`src/rtl/pipe_pkg.sv`:
```
// Shared definitions for the elastic inter-stage pipeline registers:
// control-bundle bit positions and the occupancy state encoding.
package pipe_pkg;

    localparam int CTRL_WB_EN   = 0;
    localparam int CTRL_MEM_R   = 1;
    localparam int CTRL_MEM_W   = 2;
    localparam int CTRL_B       = 3;
    localparam int CTRL_S       = 4;
    localparam int CTRL_CMD_LSB = 5;
    localparam int CTRL_CMD_MSB = 7;

    // Encoding equals the number of held entries, so it doubles as occupancy.
    typedef enum logic [1:0] {
        ST_EMPTY = 2'd0,
        ST_ONE   = 2'd1,
        ST_FULL  = 2'd2
    } state_e;

endpackage

```
`src/rtl/pipe_slot.sv`:
```
// One storage slot of the skid register: control bundle, PC and operand lanes.
// Clear beats load; PC/data clearing is optional via CLEAR_DATA.
module pipe_slot
    import pipe_pkg::*;
#(
    parameter int CTRL_W     = 8,
    parameter int PC_W       = 32,
    parameter int DATA_W     = 32,
    parameter int NUM_OPS    = 2,
    parameter bit CLEAR_DATA = 1'b1
) (
    input  logic                      clk,
    input  logic                      i_clr,
    input  logic                      i_load,
    input  logic [CTRL_W-1:0]         i_ctrl,
    input  logic [PC_W-1:0]           i_pc,
    input  logic [NUM_OPS*DATA_W-1:0] i_data,
    output logic [CTRL_W-1:0]         o_ctrl,
    output logic [PC_W-1:0]           o_pc,
    output logic [NUM_OPS*DATA_W-1:0] o_data
);

    logic [CTRL_W-1:0]         r_ctrl;
    logic [PC_W-1:0]           r_pc;
    logic [NUM_OPS*DATA_W-1:0] r_data;

    always_ff @(posedge clk) begin
        if (i_clr) begin
            r_ctrl <= '0;
        end else if (i_load) begin
            r_ctrl <= i_ctrl;
        end
    end

    generate
        if (CLEAR_DATA) begin : g_clr_data
            always_ff @(posedge clk) begin
                if (i_clr) begin
                    r_pc   <= '0;
                    r_data <= '0;
                end else if (i_load) begin
                    r_pc   <= i_pc;
                    r_data <= i_data;
                end
            end
        end else begin : g_keep_data
            // Payload is only meaningful under valid, so it needs no clear.
            always_ff @(posedge clk) begin
                if (i_load) begin
                    r_pc   <= i_pc;
                    r_data <= i_data;
                end
            end
        end
    endgenerate

    assign o_ctrl = r_ctrl;
    assign o_pc   = r_pc;
    assign o_data = r_data;

endmodule

```
`src/rtl/pipe_stage_skid_reg.sv`:
```
// Elastic pipeline register with a 2-entry skid buffer: registered in_ready,
// back-pressure stall and squash-on-flush for inter-stage boundaries.
module pipe_stage_skid_reg
    import pipe_pkg::*;
#(
    parameter int CTRL_W     = 8,
    parameter int PC_W       = 32,
    parameter int DATA_W     = 32,
    parameter int NUM_OPS    = 2,
    parameter bit CLEAR_DATA = 1'b1
) (
    input  logic                      clk,
    input  logic                      rst,
    input  logic                      flush,
    input  logic                      in_valid,
    output logic                      in_ready,
    input  logic [CTRL_W-1:0]         in_ctrl,
    input  logic [PC_W-1:0]           in_pc,
    input  logic [NUM_OPS*DATA_W-1:0] in_data,
    output logic                      out_valid,
    input  logic                      out_ready,
    output logic [CTRL_W-1:0]         out_ctrl,
    output logic [PC_W-1:0]           out_pc,
    output logic [NUM_OPS*DATA_W-1:0] out_data,
    output logic [1:0]                occupancy
);

    localparam int DW = NUM_OPS * DATA_W;

    state_e            r_state;
    state_e            w_state_nxt;
    logic              r_in_ready;
    logic              w_in_fire;
    logic              w_out_fire;
    logic              w_clr;
    logic              w_main_load;
    logic              w_main_from_skid;
    logic              w_skid_load;
    logic [CTRL_W-1:0] w_main_ctrl_in;
    logic [PC_W-1:0]   w_main_pc_in;
    logic [DW-1:0]     w_main_data_in;
    logic [CTRL_W-1:0] w_main_ctrl;
    logic [CTRL_W-1:0] w_skid_ctrl;
    logic [PC_W-1:0]   w_skid_pc;
    logic [DW-1:0]     w_skid_data;

    assign w_in_fire  = in_valid & r_in_ready;
    assign w_out_fire = out_valid & out_ready;
    assign w_clr      = ~rst | flush;

    always_comb begin
        w_state_nxt      = r_state;
        w_main_load      = 1'b0;
        w_main_from_skid = 1'b0;
        w_skid_load      = 1'b0;
        case (r_state)
            ST_EMPTY: begin
                if (w_in_fire) begin
                    w_state_nxt = ST_ONE;
                    w_main_load = 1'b1;
                end
            end
            ST_ONE: begin
                if (w_in_fire && w_out_fire) begin
                    w_main_load = 1'b1;
                end else if (w_in_fire) begin
                    w_state_nxt = ST_FULL;
                    w_skid_load = 1'b1;
                end else if (w_out_fire) begin
                    w_state_nxt = ST_EMPTY;
                end
            end
            ST_FULL: begin
                if (w_out_fire) begin
                    w_state_nxt      = ST_ONE;
                    w_main_load      = 1'b1;
                    w_main_from_skid = 1'b1;
                end
            end
            default: w_state_nxt = ST_EMPTY;
        endcase
        // A flushed cycle drops any incoming entry; an outgoing one already left.
        if (flush) begin
            w_state_nxt = ST_EMPTY;
            w_main_load = 1'b0;
            w_skid_load = 1'b0;
        end
    end

    always_ff @(posedge clk) begin
        if (!rst) begin
            r_state    <= ST_EMPTY;
            r_in_ready <= 1'b0;
        end else begin
            r_state    <= w_state_nxt;
            r_in_ready <= (w_state_nxt != ST_FULL);
        end
    end

    assign w_main_ctrl_in = w_main_from_skid ? w_skid_ctrl : in_ctrl;
    assign w_main_pc_in   = w_main_from_skid ? w_skid_pc   : in_pc;
    assign w_main_data_in = w_main_from_skid ? w_skid_data : in_data;

    pipe_slot #(
        .CTRL_W     (CTRL_W),
        .PC_W       (PC_W),
        .DATA_W     (DATA_W),
        .NUM_OPS    (NUM_OPS),
        .CLEAR_DATA (CLEAR_DATA)
    ) u_main (
        .clk    (clk),
        .i_clr  (w_clr),
        .i_load (w_main_load),
        .i_ctrl (w_main_ctrl_in),
        .i_pc   (w_main_pc_in),
        .i_data (w_main_data_in),
        .o_ctrl (w_main_ctrl),
        .o_pc   (out_pc),
        .o_data (out_data)
    );

    pipe_slot #(
        .CTRL_W     (CTRL_W),
        .PC_W       (PC_W),
        .DATA_W     (DATA_W),
        .NUM_OPS    (NUM_OPS),
        .CLEAR_DATA (CLEAR_DATA)
    ) u_skid (
        .clk    (clk),
        .i_clr  (w_clr),
        .i_load (w_skid_load),
        .i_ctrl (in_ctrl),
        .i_pc   (in_pc),
        .i_data (in_data),
        .o_ctrl (w_skid_ctrl),
        .o_pc   (w_skid_pc),
        .o_data (w_skid_data)
    );

    // Bubbles must never carry live enables downstream.
    assign out_valid = (r_state != ST_EMPTY);
    assign out_ctrl  = out_valid ? w_main_ctrl : '0;
    assign in_ready  = r_in_ready;
    assign occupancy = r_state;

endmodule

```
`config.mk`:
```
export PLATFORM = sky130hd
export DESIGN_NAME = pipe_stage_skid_reg
export DESIGN_NICKNAME = d
export VERILOG_FILES = /design/src/rtl/pipe_pkg.sv /design/src/rtl/pipe_slot.sv /design/src/rtl/pipe_stage_skid_reg.sv
export SDC_FILE = /design/constraint.sdc
export NUM_CORES = 1
export LEC_CHECK = 0
export CAP_MARGIN = 20
export CORE_ASPECT_RATIO = 1.75
export CORE_MARGIN = 4
export CORE_UTILIZATION = 45
export DETAILED_ROUTE_END_ITERATION = 7
export GPL_ROUTABILITY_DRIVEN = 0
export GPL_TIMING_DRIVEN = 1
export PLACE_DENSITY = 0.74
export SYNTH_ARGS = -nofsm -noshare
export SYNTH_HDL_FRONTEND = slang
export SYNTH_SLANG_ARGS = --single-unit
```
`constraint.sdc`:
```
create_clock -name clk -period 1.6 [get_ports clk]
set_input_delay 0.24 -clock clk [delete_from_list [all_inputs] [get_ports clk]]
set_output_delay 0.24 -clock clk [all_outputs]
set_load 0.02 [all_outputs]
```
# Word-level counts from Yosys, hierarchy flattened
# Index checks and enable logic that the tools add are counted.
# op_classes
n_addsub	0
n_mul	0
div	0
order_cmp	0
n_eq_ne	3
shift	0
n_mux	20
bitwise	4
n_reduce_logical	3
# op_table
op	n
2-to-1 mux 64 bit	1
2-to-1 mux 32 bit	1
2-to-1 mux 8 bit	2
2-to-1 mux 2 bit	6
2-to-1 mux 1 bit	8
one-hot mux 2 bit (3 select lines)	1
one-hot mux 1 bit (3 select lines)	1
bitwise AND 1 bit	2
== test 2 x 1 -> 1 bit (second input constant)	1
== test 2 bit (second input constant)	1
logical NOT 2 bit	1
inequality test 2 bit (second input constant)	1
nonzero test 2 bit	1
logical AND 1 bit	1
inverter 1 bit	1
bitwise OR 1 bit	1
# totals
ff_bits	211
latchBits	0
mem_bits_rw	0
romBits	0
inputBits	109
out_inout_bits	108
elab_cells	38
memories	0

# Logic depth before layout (Yosys ltp)
# Gate-level depths: netlist of run 1.
# depth
ltp_word	8
depth_mapped	8
depth_no_buf	4

# By module
# A second synthesis of run 1 with hierarchy kept.
# hier_totals
hier_cells	817
hier_area_um2	9212.6
# modules_own_cells
module	instances	cells_each	area_per_inst_um2	seq_area_each_um2
pipe_slot	2	336	3707.3	2082.0
pipe_stage_skid_reg	1	145	1798.0	60.1

# Worst setup path before layout of run 1
# OpenSTA, ideal clock, no wires.
# synth_path
path_type	flip-flop to flip-flop
from	reg r_state[0] (netlist: occupancy[0])
to	reg u_main.r_data[32] (netlist: u_main.o_data[32])
setup_ps	140
arrival_time_ps	1445
required_time_ps	1460
slack_ps	15
path_stages_with_launch	7
path_buffers	3
synth_period_minus_slack_ps	1585
cell_sequence	dfxtp_1 nand3b_1 buf_4 buf_6 buf_4 mux2i_1 a211oi_2
# synth_via
elab_chain_cells	6
elab_cells_between_ends	12
cone_classes	eq/ne (2); mux (6); bitwise (1); reduce/logical (3)
# synth_rtl
element	line_no	rtl
start: declaration	pipe_stage_skid_reg.sv:30	state_e r_state;
start signal: assignment	pipe_stage_skid_reg.sv:95	r_state <= w_state_nxt;
nonzero test 2 bit	pipe_stage_skid_reg.sv:141	assign out_valid = (r_state != ST_EMPTY);
bitwise AND 1 bit	pipe_stage_skid_reg.sv:48	assign w_out_fire = out_valid & out_ready;
logical AND 1 bit	pipe_stage_skid_reg.sv:64	if (w_in_fire && w_out_fire) begin
2-to-1 mux 1 bit	pipe_stage_skid_reg.sv:64	
one-hot mux 1 bit (3 select lines)	pipe_stage_skid_reg.sv:56	case (r_state)
2-to-1 mux 1 bit	pipe_stage_skid_reg.sv:83	if (flush) begin
end signal: assignment	pipe_slot.sv:43	r_data <= i_data;
end: declaration	pipe_slot.sv:25	logic [NUM_OPS*DATA_W-1:0] r_data;
# Parallel ways exist; a longest one is shown, timed or not.
# A chain may end at the register's enable or synchronous reset.

# Final worst setup path of run 1
# layout_path
from	reg r_state[1] (netlist: occupancy[1])
to	reg u_main.r_ctrl[0] (netlist: u_main.o_ctrl[0])
# layout_via
elab_chain_cells	6
elab_cells_between_ends	12
cone_classes	eq/ne (2); mux (6); bitwise (1); reduce/logical (3)
# layout_rtl
element	line_no	rtl
nonzero test 2 bit	pipe_stage_skid_reg.sv:141	
bitwise AND 1 bit	pipe_stage_skid_reg.sv:48	
logical AND 1 bit	pipe_stage_skid_reg.sv:64	
2-to-1 mux 1 bit	pipe_stage_skid_reg.sv:64	
one-hot mux 1 bit (3 select lines)	pipe_stage_skid_reg.sv:56	
2-to-1 mux 1 bit	pipe_stage_skid_reg.sv:83	
end signal: assignment	pipe_slot.sv:31	r_ctrl <= i_ctrl;
end: declaration	pipe_slot.sv:23	logic [CTRL_W-1:0] r_ctrl;
# Parallel ways exist; a longest one is shown, timed or not.

==> impl_metrics.tcl, run 1 <==
set metrics [dict create \
    async_flop_share 0 \
    synth_area_per_cell_sq_um 9.18 \
    finalSetupViolations 206 \
    num-nets-final 1335 \
    wl_microns 31300 \
    final_cell_mix "dfxtp_1, nand2_1, clkdlybuf4s50_1" \
    clkTransAtPathRegs_ns 0.07 \
    internal_power_uw 9130 \
    die_area_sq_mm 0.0216 \
    leakagePower_uw 0.00602 \
    ios 217 \
    clock_latency_ns 0.49 \
    period_needed_ns 1.74 \
    initialDrtViolationCount 462 \
    violations "setup timing" \
    netlist-cell-type-count 26 \
    via_per_inst 5.59 \
    cp_data_arrival_time_ns 2.15 \
    cap_violations 0 \
    fin_worst_skew_ns 0.00891 \
    worstMarginPinSlew_ns 0.267 \
    cts-htree-levels 1 \
    critical_path_class "reg -> reg" \
    seqPwrFrac 0.447 \
    dpl.hpwl_microns 15900 \
    worstSetupStartpointType "flip-flop" \
    io_buffers 216 \
    peakVddDrop_mv 0.780 \
    synth_nets 1052 \
    grt_max_degree 47 \
    synth_edf_count 0 \
    power_density_mw_per_mm2 875 \
    routed-via-count 8269 \
    worstPathMaxFanout 7 \
    drtAntennaViolNets 0 \
    required_ns 2.00 \
    cts_root_buf "clkbuf_16" \
    ys_ff_latch 211 \
    power_frac_comb 0.155 \
    synthToLayoutAreaGrowth_pct 61.2 \
    seq_area_sq_mm 0.00423 \
    r2r_cells 7 \
    cts_made_buffers 20 \
    status "complete, but fails checks" \
    crit_path_end_kind "flip-flop" \
    worst_hold_path_type "in -> reg" \
    fill_cells 1310 \
    route.detailed.drc 0 \
    drive_gt1_frac 0.307 \
    r2r_setup_slack_ns -0.14 \
    fmax_ghz 0.573 \
    whs_ns 0.326 \
    hold_depth 3 \
    syn_area_sq_mm 0.00866 \
    timing.rr.end "u_main.o_ctrl[0]" \
    p_clk_frac 0.398 \
    seq_area_frac_synth 0.488 \
    r2r_start "occupancy[1]" \
    grt.total_usage 0.220 \
    synthCells 943 \
    setup_slack_ns -0.144 \
    drt_pre_antenna_iters 5 \
    grt_pass1_vias 7661 \
    rows 66 \
    start_util 0.462 \
    cts_tree "built" \
    globalRoute.totalOverflow 0 \
    clk_path_buf_depth 3 \
    rsz0062_at_grt "true" \
    multi_input_area_sq_mm 0.00466 \
    drv_slew 0 \
    endpoint "u_main.o_ctrl[0]" \
    timing.final.crit_share 1.09 \
    slew_headroom 0.817 \
    antenna_found_initial 1 \
    setup_tns_ns -12.63 \
    drt-wirelength-per-cell_microns 21.2 \
    die_h_microns 191 \
    core_area_sq_mm 0.0187 \
    p_switching_uw 3090 \
    p_sw_frac 0.253 \
    hold_viol_final 0 \
    numClockSinks 211 \
    die_width_microns 113 \
    grt_pass1_wl_microns 38900 \
    critPathLaunch "occupancy[1]" \
    yosysWarnings 0 \
    final_common_cell "dfxtp_1" \
    ys.flop_type "dfxtp_1" \
]
## power groups by stage
stage	clock network (uW)	logic, uW	registers (uW)
final	4860	1890	5460
after global routing	5110	1990	5470
after CTS	4930	1580	5450
after detailed placement	0	1500	5570
after global placement	0	1480	5570
after floorplan	0	586	5690
## synthesized netlist by cell type, drive strengths merged, types with 2 or more instances
cell type	n	area, sq um
a21oi	104	521
nand2	209	785
nor2b	8	50.1
dfxtp	211	4220
nor2	106	398
clkbuf	34	128
a211oi	104	1090
buf	47	309
nand3b	2	15.0
nand3	3	20.0
mux2i	105	1050
## critical path, stage by stage (launching register included)
cell       delay, ns
dfxtp_4         0.39
buf_6           0.13
nand4b_1        0.19
buf_4           0.16
nand3_4         0.19
buf_6           0.20
clkbuf_16       0.15
a211oi_2        0.23
## flip-flops by register name (all words and copies together), names as in the netlist
signal	count
u_main.o_data	64
u_skid.o_data	64
u_main.o_pc	32
u_skid.o_pc	32
u_main.o_ctrl	8
u_skid.o_ctrl	8
occupancy	2
in_ready	1
## timing repair
item / 4_1_cts / 5_1_grt
pin swaps: 10 / 78
buffers inserted: 14 / 12
gates resized for setup: 177 / 196
setup endpoints to repair: 167 / 214
hold buffers: 0 / 0
cloned: 8 / 35
## final cells by class
type	instances	area share
clock inverters	9	0.00753
flip-flops and latches	211	0.303
inverters	1	0.000269
multi-input cells	652	0.334
well taps	238	0.0213
clock buffers	26	0.0404
diodes	1	0.000179
repair buffers	340	0.293
## routing by layer
metal,part of all wire,up-vias,track usage
li1,-,3817,-
met1,0.38,4023,0.250
met2,0.53,338,0.411
met3,0.052,91,0.0288
met4,0.044,0,0.0824
met5,0,-,0
## per-stage QoR
stage,setup slack [ns],instances,utilization,instance area [sq um],total power (uW)
2_1_floorplan,0.0148,943,-,8660,6280
3_3_place_gp,-0.282,1374,0.611,11400,7050
3_5_place_dp,-0.307,1374,0.611,11400,7070
4_1_cts,-0.0773,1431,0.663,12400,12000
5_1_grt,-0.197,1478,0.745,14000,12600
6_report,-0.144,1478,0.745,14000,12200
## cell families after synthesis
| group | count (synthesis) | synth area share |
|---|---|---|
| AO/OA/AOI/OAI | 211 | 0.188 |
| buffers and inverters | 82 | 0.0509 |
| multiplexers | 105 | 0.121 |
| flip-flops | 211 | 0.488 |
| AND/OR/NAND/NOR | 334 | 0.152 |
## how the worst min path moves through the flow
stage	start	endpoint	slack, ns
floorplan	out_ready	occupancy[1]	0.32
global route	in_data[48]	u_skid.o_data[48]	0.32
finish	in_data[25]	u_skid.o_data[25]	0.33
CTS	in_data[48]	u_skid.o_data[48]	0.31
detailed placement	u_skid.o_data[2]	u_skid.o_data[2]	0.44
global placement	u_skid.o_data[1]	u_skid.o_data[1]	0.44
Power figures use the tool's default switching activity.
==> inputs of run 2 (changes only) <==
--- a/config.mk
+++ b/config.mk
@@ -6,13 +6,15 @@
 export NUM_CORES = 1
 export LEC_CHECK = 0
 export CAP_MARGIN = 20
+export CELL_PAD_IN_SITES_DETAIL_PLACEMENT = 1
+export CELL_PAD_IN_SITES_GLOBAL_PLACEMENT = 1
 export CORE_ASPECT_RATIO = 1.75
 export CORE_MARGIN = 4
-export CORE_UTILIZATION = 45
+export CORE_UTILIZATION = 37
 export DETAILED_ROUTE_END_ITERATION = 7
 export GPL_ROUTABILITY_DRIVEN = 0
 export GPL_TIMING_DRIVEN = 1
-export PLACE_DENSITY = 0.74
+export PLACE_DENSITY_LB_ADDON = 0.1
 export SYNTH_ARGS = -nofsm -noshare
 export SYNTH_HDL_FRONTEND = slang
 export SYNTH_SLANG_ARGS = --single-unit
==> run 2 against run 1 <==
Net effect:
- the run still ends with setup timing left
- critical endpoint is now u_main.o_data[53]
- largest cell class unchanged
- wire length about the same
- clock-buffer cell count up 5
- via count down 4.8%
- core utilization down 16 points
- critical path depth up 1
- maximum frequency down 1.3%
- register-to-register slack worse by 0.02 ns
- non-clock buffer count down 18
==> impl_metrics.tcl, run 2 (same netlist as run 1, synthesis figures left out) <==
set metrics [dict create \
    status "complete, but fails checks" \
    violations "setup timing" \
    internal_power_uw 9110 \
    rows 73 \
    required_ns 1.99 \
    drive_gt1_frac 0.242 \
    drtAntennaViolNets 0 \
    path_buf_inv 4 \
    die_area_sq_mm 0.0260 \
    die_h_microns 210 \
    grt_pass1_vias 8143 \
    slew_headroom 0.794 \
    final_common_cell "dfxtp_1" \
    start_util 0.378 \
    wl_met1_microns 12300 \
    crit_path_top_delay_cell "dfxtp_2" \
    clkTransAtPathRegs_ns 0.06 \
    r2r_start "occupancy[0]" \
    setup_slack_ns -0.167 \
    seqPwrFrac 0.448 \
    drt_pre_antenna_iters 4 \
    placed_area_sq_mm 0.0117 \
    hold_depth 3 \
    worstSetupStartpointType "flip-flop" \
    cts_root_buf "clkbuf_16" \
    setup_tns_ns -1.47 \
    numClockSinks 211 \
    fin_worst_skew_ns 0.00758 \
    globalRoute.totalOverflow 0 \
    routed-via-count 7872 \
    grt_max_degree 53 \
    dpl.hpwl_microns 18200 \
    critPathLaunch "occupancy[0]" \
    cp_data_arrival_time_ns 2.16 \
    p_sw_frac 0.252 \
    cts_tree "built" \
    hp-start "in_data[21]" \
    r2r_setup_slack_ns -0.17 \
    wl_microns 31300 \
    die_width_microns 124 \
    worstPathMaxFanout 15 \
    timing.final.crit_share 1.10 \
    clock_latency_ns 0.50 \
    grt.total_usage 0.202 \
    crit_path_end_kind "flip-flop" \
    fmax_ghz 0.566 \
    cts-htree-levels 1 \
    grt_pass1_wl_microns 42300 \
    finalSetupViolations 66 \
    p_switching_uw 3080 \
    ios 217 \
    holdPathEnd "u_skid.o_data[21]" \
    period_needed_ns 1.77 \
    num-nets-final 1317 \
    p_clk_frac 0.408 \
    route.met3.wl_microns 1280 \
    critPathTopFamily "buffers and inverters" \
    slowest_delay_ns 0.34 \
    route.detailed.drc 0 \
    critical_path_class "reg -> reg" \
    drt-wirelength-per-cell_microns 20.6 \
    path_cells "buf_6 > nand3b_1 > buf_4 > nand3_4 > buf_12 > buf_16 > nor2_1 > a211oi_1" \
    fill_cells 2528 \
    finalInstanceArea_sq_mm 0.0135 \
    antenna_found_initial 0 \
    cap_violations 0 \
    synthToLayoutAreaGrowth_pct 55.8 \
    via_per_inst 5.17 \
    worstMarginPinSlew_ns 0.307 \
    antenna_cells 0 \
    power_density_mw_per_mm2 904 \
    hold_viol_final 0 \
    leakagePower_uw 0.00583 \
    peakVddDrop_mv 0.792 \
    timing.rr.end "u_main.o_data[53]" \
    cts_made_buffers 22 \
    core_area_sq_mm 0.0229 \
    ctsHoldBuffers 0 \
    top_layer_used "met4" \
    totalPowerFinal_uw 12200 \
    dp_cells 1440 \
    initialDrtViolationCount 268 \
    worst_hold_path_type "in -> reg" \
    rsz0062_at_grt "true" \
    io_buffers 216 \
    clk_path_buf_depth 3 \
    power_frac_comb 0.144 \
    drv_slew 0 \
    r2r_cells 8 \
    wl_met2_microns 17100 \
    fin_cells 1522 \
    final_cell_mix "dfxtp_1, nand2_1, clkdlybuf4s50_1" \
]
==> run 2: cell count changes in the layout (fill, tap and decap cells not counted), sizes merged, moves of 2 or more <==
cell	change
buf	-11
clkbuf	-2
clkinv	-2
dlygate4sd2	+2
==> run 2: area by class of cell <==
type	instances	area [sq um]	area share
multi-input cells	650	4370	0.324
flip-flops and latches	211	4230	0.314
repair buffers	322	3810	0.283
clock buffers	31	626	0.0464
well taps	300	375	0.0278
clock inverters	7	65.1	0.00482
inverters	1	3.75	0.000278
==> run 2: power groups by stage <==
| stage | sequential [uW] | clock (uW) | combinational [uW] |
|---|---|---|---|
| global route | 5470 | 5310 | 1870 |
| finish | 5460 | 4970 | 1750 |
| global placement | 5570 | 0 | 1570 |
| floorplan | 5690 | 0 | 586 |
| CTS | 5460 | 5100 | 1630 |
| detailed placement | 5580 | 0 | 1590 |
==> run 2: layer usage <==
layer  global-route usage  vias up
met1                0.233     3897
met3               0.0301       44
li1                     -     3755
met5                    0        -
met2                0.380      176
met4               0.0535        0
==> run 2: metrics by stage <==
stage           util  hold WS [ns]  setup WS, ns
2_1_floorplan      -         0.319        0.0148
3_3_place_gp   0.511         0.439        -0.433
3_5_place_dp   0.511         0.448        -0.438
4_1_cts        0.553         0.301       -0.0777
5_1_grt        0.588         0.320        -0.207
6_report       0.588         0.311        -0.167
==> run 2: how the worst max path moves through the flow <==
stage | endpoint | slack (ns) | depth (start not counted)
6_report | u_main.o_data[53] | -0.17 | 8
5_1_grt | u_main.o_data[53] | -0.21 | 8
4_1_cts | out_ctrl[1] | -0.08 | 5
3_5_place_dp | out_valid | -0.44 | 4
3_3_place_gp | out_valid | -0.43 | 4
2_1_floorplan | u_main.o_data[32] | 0.01 | 6
==> run 2: tightest hold or removal path, cell delays in order <==
cell	delay, ns
clkdlybuf4s50_1	0.42
nand2_1	0.06
a21oi_1	0.05
==> run 2: timing repair <==
action	CTS	global route
buffers inserted	15	6
pin swaps	22	24
endpoints found under the setup margin	264	215
cloned	6	20
gates resized for setup	176	95
==> inputs of run 3 (changes only) <==
--- a/config.mk
+++ b/config.mk
@@ -9,7 +9,7 @@
 export CELL_PAD_IN_SITES_DETAIL_PLACEMENT = 1
 export CELL_PAD_IN_SITES_GLOBAL_PLACEMENT = 1
 export CORE_ASPECT_RATIO = 1.75
-export CORE_MARGIN = 4
+export CORE_MARGIN = 8
 export CORE_UTILIZATION = 37
 export DETAILED_ROUTE_END_ITERATION = 7
 export GPL_ROUTABILITY_DRIVEN = 0
==> run 3 against run 2 <==
Net effect:
- the flow still finishes with violations (setup timing)
- sequential share of layout area is 0.31 points higher
- maximum frequency is 9.3% higher
- sequential power hardly changed
- clock skew hardly changed
- first-iteration DRC count is 25% higher
- cell count is 0.33% higher
- largest cell class is now flip-flops and latches
==> impl_metrics.tcl, run 3 (same netlist as run 1, synthesis figures left out) <==
set metrics [dict create \
    crit_path_end_kind "flip-flop" \
    initialDrtViolationCount 335 \
    dpl.hpwl_microns 19000 \
    required_ns 2.01 \
    die_h_microns 218 \
    timing.final.crit_share 1.01 \
    power_frac_comb 0.141 \
    cap_violations 0 \
    dp_slack_ns -0.347 \
    setup_slack_ns -0.0169 \
    p_switching_uw 3010 \
    wl_microns 30700 \
    p_sw_frac 0.249 \
    globalRoute.totalOverflow 0 \
    grt_max_degree 32 \
    fill_cells 2581 \
    grt_pass1_wl_microns 42800 \
    hold_depth 3 \
    met2_usage 0.332 \
    multi_input_area_sq_mm 0.00421 \
    cts-htree-levels 1 \
    slowest_delay_ns 0.36 \
    leakagePower_uw 0.00580 \
    drt-wirelength-per-cell_microns 20.1 \
    final_cell_mix "nand2_1, dfxtp_1, clkdlybuf4s50_1" \
    via_per_inst 5.11 \
    drt_pre_antenna_iters 4 \
    route.detailed.drc 0 \
    seqPwrFrac 0.452 \
    drtAntennaViolNets 0 \
    grt.total_usage 0.182 \
    die_area_sq_mm 0.0287 \
    p_clk_frac 0.407 \
    rows 74 \
    num-nets-final 1317 \
    path_buf_inv 3 \
    rsz0062_at_grt "true" \
    start_util 0.374 \
    whs_ns 0.322 \
    status "complete, but fails checks" \
    hold_viol_final 0 \
    die_width_microns 132 \
    numClockSinks 211 \
    cts_made_buffers 21 \
    critical_path_class "reg -> reg" \
    core_area_sq_mm 0.0231 \
    io_buffers 216 \
    drive_gt1_frac 0.214 \
    path_cells "buf_6 > nand3b_1 > nand3_4 > buf_12 > bufbuf_16 > a211oi_1" \
    cp_data_arrival_time_ns 2.02 \
    grt_pass1_vias 8031 \
    routed-via-count 7800 \
    r2r_cells 6 \
    fmax_ghz 0.618 \
    finalSetupViolations 5 \
    worstSetupStartpointType "flip-flop" \
    grtUsageMet3 0.0375 \
    crit_path_top_delay_cell "dfxtp_2" \
    power_density_mw_per_mm2 905 \
    internal_power_uw 9070 \
    synthToLayoutAreaGrowth_pct 54.1 \
    cts_tree "built" \
    seq_area_sq_mm 0.00423 \
    peakVddDrop_mv 0.755 \
    slew_headroom 0.799 \
    ios 217 \
    worstPathMaxFanout 10 \
    cts_root_buf "clkbuf_16" \
    critPathTopFamily "buffers and inverters" \
    met1_usage 0.208 \
    clkTransAtPathRegs_ns 0.07 \
    violations "setup timing" \
    worst_hold_path_type "in -> reg" \
    cp.depth 6 \
    period_needed_ns 1.62 \
    clk_path_buf_depth 3 \
    drv_slew 0 \
    antenna_found_initial 2 \
    fin_worst_skew_ns 0.00769 \
    worstMarginPinSlew_ns 0.303 \
    grt_busiest_layer "met2" \
    clock_latency_ns 0.49 \
]
-- run 3: power by group through the flow --
stage	Sequential (uW)	Combinational (uW)	Clock, uW
2_1_floorplan	5690	586	0
4_1_cts	5450	1590	5020
6_report	5450	1710	4920
3_5_place_dp	5570	1590	0
5_1_grt	5470	1820	5260
3_3_place_gp	5570	1570	0
-- run 3: path summary, 6_finish.rpt --
| check | slack [ns] | from | end |
|---|---|---|---|
| hold / removal | 0.32 | in_data[49] | u_skid.o_data[49] |
| setup / recovery | -0.02 | occupancy[0] | u_main.o_data[4] |
| hold reg to reg | 0.45 | u_skid.o_data[39] | u_skid.o_data[39] |
| setup reg to reg | -0.02 | occupancy[0] | u_main.o_data[4] |
-- run 3: worst register-to-register path, delay by kind of cell, from the launching register on --
kind                   cells  cell delay (ns)
AND/OR/NAND/NOR            2             0.35
AO/OA/AOI/OAI              1             0.23
flip-flops                 1             0.36
buffers and inverters      3             0.60
-- run 3: final cells by class --
cell class | count | area share
sequential | 211 | 0.317
tap | 304 | 0.0285
timing repair buffer | 323 | 0.288
clock inverter | 4 | 0.00356
multi-input combinational | 650 | 0.315
antenna | 2 | 0.000375
inverter | 1 | 0.000281
clock buffer | 32 | 0.0470
-- run 3: metrics by stage --
step	instance area (sq um)	setup TNS (ns)	utilization	total power [uW]	cells
after CTS	12500	-2.07	0.539	12100	1488
final	13300	-0.0431	0.577	12100	1527
after global routing	13300	-6.35	0.577	12500	1527
after floorplan	8660	0	-	6280	943
after detailed placement	11700	-51.11	0.507	7170	1444
after global placement	11700	-49.70	0.507	7140	1444
-- run 3: what timing repair did --
item / in CTS / in global routing
cloned: 4 / 24
setup buffers: 4 / 15
pin swaps: 37 / 26
gates resized for setup: 156 / 59
setup endpoints to repair: 201 / 159
hold buffers: 0 / 0
-- run 3: routing by layer --
layer | vias to the layer above | routed length, microns
met2 | 172 | 16000
met3 | 50 | 1330
met4 | 0 | 887
met5 | - | 0
li1 | 3774 | -
met1 | 3804 | 12500
